==> config.mk <==
export PLATFORM = sky130hd
export DESIGN_NAME = udp_receive
export DESIGN_NICKNAME = d
export VERILOG_FILES = /design/src/rtl/udp_receive.sv
export SDC_FILE = /design/constraint.sdc
export NUM_CORES = 1
export LEC_CHECK = 0
export CAP_MARGIN = 20
export CORE_ASPECT_RATIO = 2
export CORE_UTILIZATION = 57
export CTS_CLUSTER_DIAMETER = 30
export DETAILED_ROUTE_END_ITERATION = 16
export GPL_ROUTABILITY_DRIVEN = 0
export GPL_TIMING_DRIVEN = 0
export PLACE_DENSITY = 0.94
export SYNTH_ARGS = -nofsm -noshare
export SYNTH_HDL_FRONTEND = slang
export SYNTH_SLANG_ARGS = --single-unit
==> constraint.sdc <==
create_clock -name clk_125m -period 6.9 [get_ports clk_125m]
set_clock_uncertainty 0.15 [all_clocks]
set_input_delay 1.035 -clock clk_125m [delete_from_list [all_inputs] [get_ports clk_125m]]
set_output_delay 1.035 -clock clk_125m [all_outputs]
set_load 0.01 [all_outputs]
==> src/rtl/udp_receive.sv <==
// GMII-side UDP/IPv4 receiver: strips preamble/SFD and the Ethernet, IPv4 and UDP headers,
// filters on local MAC/IP/port and streams the UDP payload bytes out.
module udp_receive #(
  parameter bit ACCEPT_BROADCAST = 1'b1,
  parameter int MAX_PAYLOAD      = 1472
) (
  input  logic        clk_125m,
  input  logic        reset_n,
  input  logic [47:0] local_mac,
  input  logic [31:0] local_ip,
  input  logic [15:0] local_port,
  input  logic [7:0]  gmii_rxd,
  input  logic        gmii_rx_dv,
  output logic [7:0]  rx_data,
  output logic        rx_data_valid,
  output logic        rx_done,
  output logic        rx_error,
  output logic [15:0] rx_byte_num,
  output logic [31:0] rx_src_ip,
  output logic [15:0] rx_src_port
);

  localparam logic [15:0] MAX_P = 16'(MAX_PAYLOAD);

  typedef enum logic [2:0] {
    IDLE, PREAMBLE, ETH_HEAD, IP_HEAD, UDP_HEAD, RX_DATA, DROP
  } state_t;

  state_t      state_reg, state_next;
  logic [15:0] cnt_reg, cnt_next;
  logic        uc_ok_reg, uc_ok_next;
  logic        bc_ok_reg, bc_ok_next;
  logic [3:0]  ihl_reg, ihl_next;
  logic [31:0] ip_hold_reg, ip_hold_next;
  logic [15:0] port_hold_reg, port_hold_next;
  logic [15:0] udp_len_reg, udp_len_next;
  logic [7:0]  rx_data_reg, rx_data_next;
  logic        rx_valid_reg, rx_valid_next;
  logic        rx_done_reg, rx_done_next;
  logic        rx_error_reg, rx_error_next;
  logic [15:0] byte_num_reg, byte_num_next;
  logic [31:0] src_ip_reg, src_ip_next;
  logic [15:0] src_port_reg, src_port_next;

  logic [7:0]  mac_bytes  [6];
  logic [7:0]  ip_bytes   [4];
  logic [7:0]  port_bytes [2];
  logic [15:0] payload_len;
  logic [15:0] ip_end;
  logic        uc_hit, bc_hit, hdr_bad;

  // Wire-order byte views of the local addresses (most significant byte first).
  genvar gi;
  generate
    for (gi = 0; gi < 6; gi++) begin : g_mac
      assign mac_bytes[gi] = local_mac[47-8*gi -: 8];
    end
    for (gi = 0; gi < 4; gi++) begin : g_ip
      assign ip_bytes[gi] = local_ip[31-8*gi -: 8];
    end
    for (gi = 0; gi < 2; gi++) begin : g_port
      assign port_bytes[gi] = local_port[15-8*gi -: 8];
    end
  endgenerate

  assign payload_len = udp_len_reg - 16'd8;
  // Index of the last IP header byte; a stale IHL of 0 after reset never matches byte 0.
  assign ip_end      = {10'd0, ihl_reg, 2'b00} - 16'd1;

  always_comb begin
    state_next     = state_reg;
    uc_ok_next     = uc_ok_reg;
    bc_ok_next     = bc_ok_reg;
    ihl_next       = ihl_reg;
    ip_hold_next   = ip_hold_reg;
    port_hold_next = port_hold_reg;
    udp_len_next   = udp_len_reg;
    rx_data_next   = rx_data_reg;
    rx_valid_next  = 1'b0;
    rx_done_next   = 1'b0;
    rx_error_next  = 1'b0;
    byte_num_next  = byte_num_reg;
    src_ip_next    = src_ip_reg;
    src_port_next  = src_port_reg;
    uc_hit         = 1'b0;
    bc_hit         = 1'b0;
    hdr_bad        = 1'b0;

    case (state_reg)
      IDLE: begin
        // A frame not starting with preamble is discarded whole.
        if (gmii_rx_dv) state_next = (gmii_rxd == 8'h55) ? PREAMBLE : DROP;
      end
      PREAMBLE: begin
        if (!gmii_rx_dv) state_next = IDLE;
        else if (gmii_rxd == 8'h55) state_next = PREAMBLE;
        else if (gmii_rxd == 8'hd5 && cnt_reg >= 16'd5) state_next = ETH_HEAD;
        else state_next = DROP;
      end
      ETH_HEAD: begin
        if (!gmii_rx_dv) state_next = IDLE;
        else begin
          if (cnt_reg < 16'd6) begin
            uc_hit     = (cnt_reg == 16'd0 || uc_ok_reg) && gmii_rxd == mac_bytes[cnt_reg[2:0]];
            bc_hit     = ACCEPT_BROADCAST && (cnt_reg == 16'd0 || bc_ok_reg) && gmii_rxd == 8'hff;
            uc_ok_next = uc_hit;
            bc_ok_next = bc_hit;
            hdr_bad    = !uc_hit && !bc_hit;
          end
          if (cnt_reg == 16'd12 && gmii_rxd != 8'h08) hdr_bad = 1'b1;
          if (cnt_reg == 16'd13 && gmii_rxd != 8'h00) hdr_bad = 1'b1;
          if (hdr_bad) state_next = DROP;
          else if (cnt_reg == 16'd13) state_next = IP_HEAD;
        end
      end
      IP_HEAD: begin
        if (!gmii_rx_dv) state_next = IDLE;
        else begin
          if (cnt_reg == 16'd0) begin
            ihl_next = gmii_rxd[3:0];
            hdr_bad  = gmii_rxd[7:4] != 4'h4 || gmii_rxd[3:0] < 4'd5;
          end
          if (cnt_reg == 16'd9 && gmii_rxd != 8'h11) hdr_bad = 1'b1;
          if (cnt_reg >= 16'd12 && cnt_reg <= 16'd15) ip_hold_next = {ip_hold_reg[23:0], gmii_rxd};
          if (cnt_reg >= 16'd16 && cnt_reg <= 16'd19 && gmii_rxd != ip_bytes[cnt_reg[1:0]])
            hdr_bad = 1'b1;
          if (hdr_bad) state_next = DROP;
          else if (cnt_reg == ip_end) state_next = UDP_HEAD;
        end
      end
      UDP_HEAD: begin
        if (!gmii_rx_dv) state_next = IDLE;
        else begin
          if (cnt_reg <= 16'd1) port_hold_next = {port_hold_reg[7:0], gmii_rxd};
          if ((cnt_reg == 16'd2 || cnt_reg == 16'd3) && gmii_rxd != port_bytes[cnt_reg[0]])
            hdr_bad = 1'b1;
          if (cnt_reg == 16'd4 || cnt_reg == 16'd5) udp_len_next = {udp_len_reg[7:0], gmii_rxd};
          if (hdr_bad) state_next = DROP;
          else if (cnt_reg == 16'd7) begin
            if (udp_len_reg < 16'd8 || payload_len > MAX_P) begin
              rx_error_next = 1'b1;
              state_next    = DROP;
            end else if (payload_len == 16'd0) begin
              rx_done_next = 1'b1;
              state_next   = DROP;
            end else begin
              byte_num_next = payload_len;
              src_ip_next   = ip_hold_reg;
              src_port_next = port_hold_reg;
              state_next    = RX_DATA;
            end
          end
        end
      end
      RX_DATA: begin
        if (!gmii_rx_dv) begin
          rx_error_next = 1'b1;
          state_next    = IDLE;
        end else begin
          rx_valid_next = 1'b1;
          rx_data_next  = gmii_rxd;
          if (cnt_reg == byte_num_reg - 16'd1) begin
            rx_done_next = 1'b1;
            state_next   = DROP;
          end
        end
      end
      DROP: begin
        if (!gmii_rx_dv) state_next = IDLE;
      end
      default: state_next = IDLE;
    endcase

    cnt_next = (state_next != state_reg) ? 16'd0 : cnt_reg + 16'd1;
  end

  always_ff @(posedge clk_125m or negedge reset_n) begin
    if (!reset_n) begin
      state_reg     <= IDLE;
      cnt_reg       <= '0;
      uc_ok_reg     <= 1'b0;
      bc_ok_reg     <= 1'b0;
      ihl_reg       <= '0;
      ip_hold_reg   <= '0;
      port_hold_reg <= '0;
      udp_len_reg   <= '0;
      rx_data_reg   <= '0;
      rx_valid_reg  <= 1'b0;
      rx_done_reg   <= 1'b0;
      rx_error_reg  <= 1'b0;
      byte_num_reg  <= '0;
      src_ip_reg    <= '0;
      src_port_reg  <= '0;
    end else begin
      state_reg     <= state_next;
      cnt_reg       <= cnt_next;
      uc_ok_reg     <= uc_ok_next;
      bc_ok_reg     <= bc_ok_next;
      ihl_reg       <= ihl_next;
      ip_hold_reg   <= ip_hold_next;
      port_hold_reg <= port_hold_next;
      udp_len_reg   <= udp_len_next;
      rx_data_reg   <= rx_data_next;
      rx_valid_reg  <= rx_valid_next;
      rx_done_reg   <= rx_done_next;
      rx_error_reg  <= rx_error_next;
      byte_num_reg  <= byte_num_next;
      src_ip_reg    <= src_ip_next;
      src_port_reg  <= src_port_next;
    end
  end

  assign rx_data       = rx_data_reg;
  assign rx_data_valid = rx_valid_reg;
  assign rx_done       = rx_done_reg;
  assign rx_error      = rx_error_reg;
  assign rx_byte_num   = byte_num_reg;
  assign rx_src_ip     = src_ip_reg;
  assign rx_src_port   = src_port_reg;

endmodule

==> run_results.csv <==
group,metric,value,unit
status,status,"finished clean",
floorplan,start_util,58.1,%
critical_path,r2r_cells,13,
power_and_ir_drop,ir_drop,192,uV
clock_network,clk_latency,0.44,ns
placement,io_buffer_count,178,
synth,synth_area_leaders,"dfrtp_1 (45%), mux2_2 (14%), xnor2_1 (4.5%)",
sta,post-route-period-util,62.4,%
clock_network,cts_tree,"built",
route,wl,28300,um
placement,place_inst,1197,
sta,rsz0062_at_grt,"no",
synth,ys_types,76,
critical_path,crit_arrival,4.49,ns
floorplan,ioPinCount,182,
synth,seq_area_frac_synth,44.8,%
global_route,globalRoute.totalOverflow,0,
cells_and_area,nets,1130,
critical_path,setup.worst_path.start,"cnt_reg[1]$_DFF_PN0_",
critical_path,cp-start-kind,"register",
placement,dp_hpwl,19600,um
synth,syn-cell-area,0.00917,sq mm
cells_and_area,final_area,0.0118,sq mm
floorplan,die_h,181,um
global_route,groute.usage.overall,35.5,%
clock_network,holdBufCountCts,0,
cells_and_area,final_util,75.1,%
route,vias,7929,
run,drv_cap,0,
critical_path,crit_type,"register to register",
synth,synth.avg_cell_area,11.2,sq um
floorplan,die_x,91.7,um
synth,syn_nets,932,
global_route,grt_max_degree,104,
cells_and_area,syn_to_final_growth,29.3,%
clock_network,clkSlewWorstSetupHoldPaths,0.07,ns
critical_path,timing.rr.end,"cnt_reg[14]$_DFF_PN0_",
synth,yosysTopAreaCellShare,44.8,%
sta,finalSetupTns,0,ns
sta,maxSlewViolCount,0,
cells_and_area,stdcell_count,1230,
sta,tightest_slew,1.19,ns
hold_path,hp-class,"register to register",
sta,hold_slack,0.335,ns
sta,relSlewSlack,20.9,%
sta,finalHoldViolations,0,
clock_network,cts_sinks,164,
global_route,grt_pass1_vias,8314,
clock_network,postCtsSetupRepairBufs,0,
route,ant_nets,0,
clock_network,cts_max_path_buffers,2,
synth,yosys.area.top_type,"dfrtp_1",
global_route,antenna_found_initial,1,
cells_and_area,drive_gt1_share,22.2,%
critical_path,critPathCapture,"cnt_reg[14]$_DFF_PN0_",
route,vias_per_cell,6.45,
cells_and_area,mostFrequentLayoutCell,"clkdlybuf4s50_1",
floorplan,dieArea,0.0166,sq mm
clock_network,cts.repair.resized,0,
global_route,grt_pass1_wl,44500,um
route,drt-pass1-iter-count,6,
critical_path,critPathMaxFanout,10,
synth,netlist_instances,817,
synth,ys_warn_count,0,
floorplan,num_rows,65,
route,drt_first_iter_violations,728,
sta,max_freq,0.232,GHz
route,wire_per_inst,23.0,um
cells_and_area,layout_common_cells,"clkdlybuf4s50_1 (177), dfrtp_1 (164), mux2_2 (115)",
critical_path,end_kind,"register",
sta,finalSetupViolCount,0,
floorplan,coreArea,0.0158,sq mm
critical_path,r2r-start,"cnt_reg[1]$_DFF_PN0_",
power_and_ir_drop,power_density,256,mW/mm^2
route,drc,0,
clock_network,h-tree-depth,4,
synth,synth-edff-count,0,
synth,synth_ff_type,"dfrtp_1",
clock_network,clockRootBuffer,"clkbuf_16",
cells_and_area,n_fill_cell,980,
sta,period_needed,4.31,ns
clock_network,cts_inserted_buffers,17,
power_and_ir_drop,total_leakage_power,5.22,nW
synth,async_flop_share,100,%
critical_path,r2r_setup_slack,2.59,ns
synth,ys_ff_latch,164,
critical_path,critPathRequiredTime,7.08,ns
placement,postPlaceCellArea,0.0112,sq mm
==> final cells by class <==
type,instances,area [sq um],area share (%)
antenna,1,2.50,0.0211
buffer,54,284,2.40
clock buffer,18,429,3.62
clock inverter,14,188,1.58
inverter,21,78.8,0.665
multi-input combinational,578,4700,39.7
sequential,164,4100,34.6
tap,201,251,2.12
timing repair buffer,179,1810,15.3
==> worst min path at each step <==
stage,start,to,slack [ns],depth (start not counted)
after floorplan,uc_ok_reg$_DFFE_PN0P_,uc_ok_reg$_DFFE_PN0P_,0.29,2
after global placement,uc_ok_reg$_DFFE_PN0P_,uc_ok_reg$_DFFE_PN0P_,0.31,2
after detailed placement,rx_data[0]$_DFFE_PN0P_,rx_data[0]$_DFFE_PN0P_,0.32,2
after CTS,rx_data[0]$_DFFE_PN0P_,rx_data[0]$_DFFE_PN0P_,0.33,2
after global routing,rx_data[5]$_DFFE_PN0P_,rx_data[5]$_DFFE_PN0P_,0.36,2
final,rx_data[0]$_DFFE_PN0P_,rx_data[0]$_DFFE_PN0P_,0.34,2
==> worst max-delay path: stages (launching register included) <==
cell and delay (ns):
dfrtp_1 0.52, buf_2 0.28, clkbuf_1 0.34, inv_1 0.22, ha_1 0.19, or3b_2 0.52, nor4_4 0.32, nor2_1 0.12
a21oi_2 0.14, nand4_1 0.17, o41ai_2 0.43, a21oi_2 0.24, buf_6 0.22, nor4_2 0.32
==> cells by family (layout without fill, tap and decap cells) <==
group,Yosys count,count (layout),share of synthesized area [%]
and+or+nand+nor,256,256,16.4
DFF,164,164,44.8
muxes,147,147,19.4
AOI/OAI and AO/OA,97,97,7.67
buffers and inverters,75,286,3.96
xor gates and xnor gates,70,70,6.69
adders and majority gates,8,8,1.09
other,0,1,0
==> routing by layer <==
metal | global-route usage [%] | vias to the layer above | part of all wire (%)
li1 | - | 3349 | -
met1 | 37.1 | 3846 | 33
met4 | 25.9 | 0 | 8.0
met2 | 61.8 | 553 | 52
met5 | 0 | - | 0
met3 | 7.45 | 181 | 7.0
==> synthesized netlist by cell type, drive strengths merged (5+ instances only) <==
cell type  count
nor3b          5
o21ai         29
xnor2         47
mux2         115
ha             8
mux4          13
xor2          23
buf           28
nor2b          7
or4           10
nand2b         5
a31oi         10
and3          12
nor4          29
o211ai         5
inv           20
nand2         71
clkbuf        26
nand3         26
nand4         10
o2111ai        6
or3           10
and2           8
nor2          27
a21oi         19
nor3          23
dfrtp        164
mux2i         19
==> stage by stage <==
stage                     power [W]  worst slack (ns)
after floorplan             0.00172              3.37
after global placement      0.00194             -1.69
after detailed placement    0.00198              2.44
after CTS                   0.00299              2.78
after global routing        0.00312              2.48
final                       0.00303              2.59
==> power breakdown <==
group	switching, W	internal (W)	total (W)
registers	0.0000622	0.00103	0.00109
logic	0.000511	0.000409	0.000920
clock network	0.000436	0.000581	0.00102
total	0.00101	0.00202	0.00303
Power figures use the tool's default switching activity.
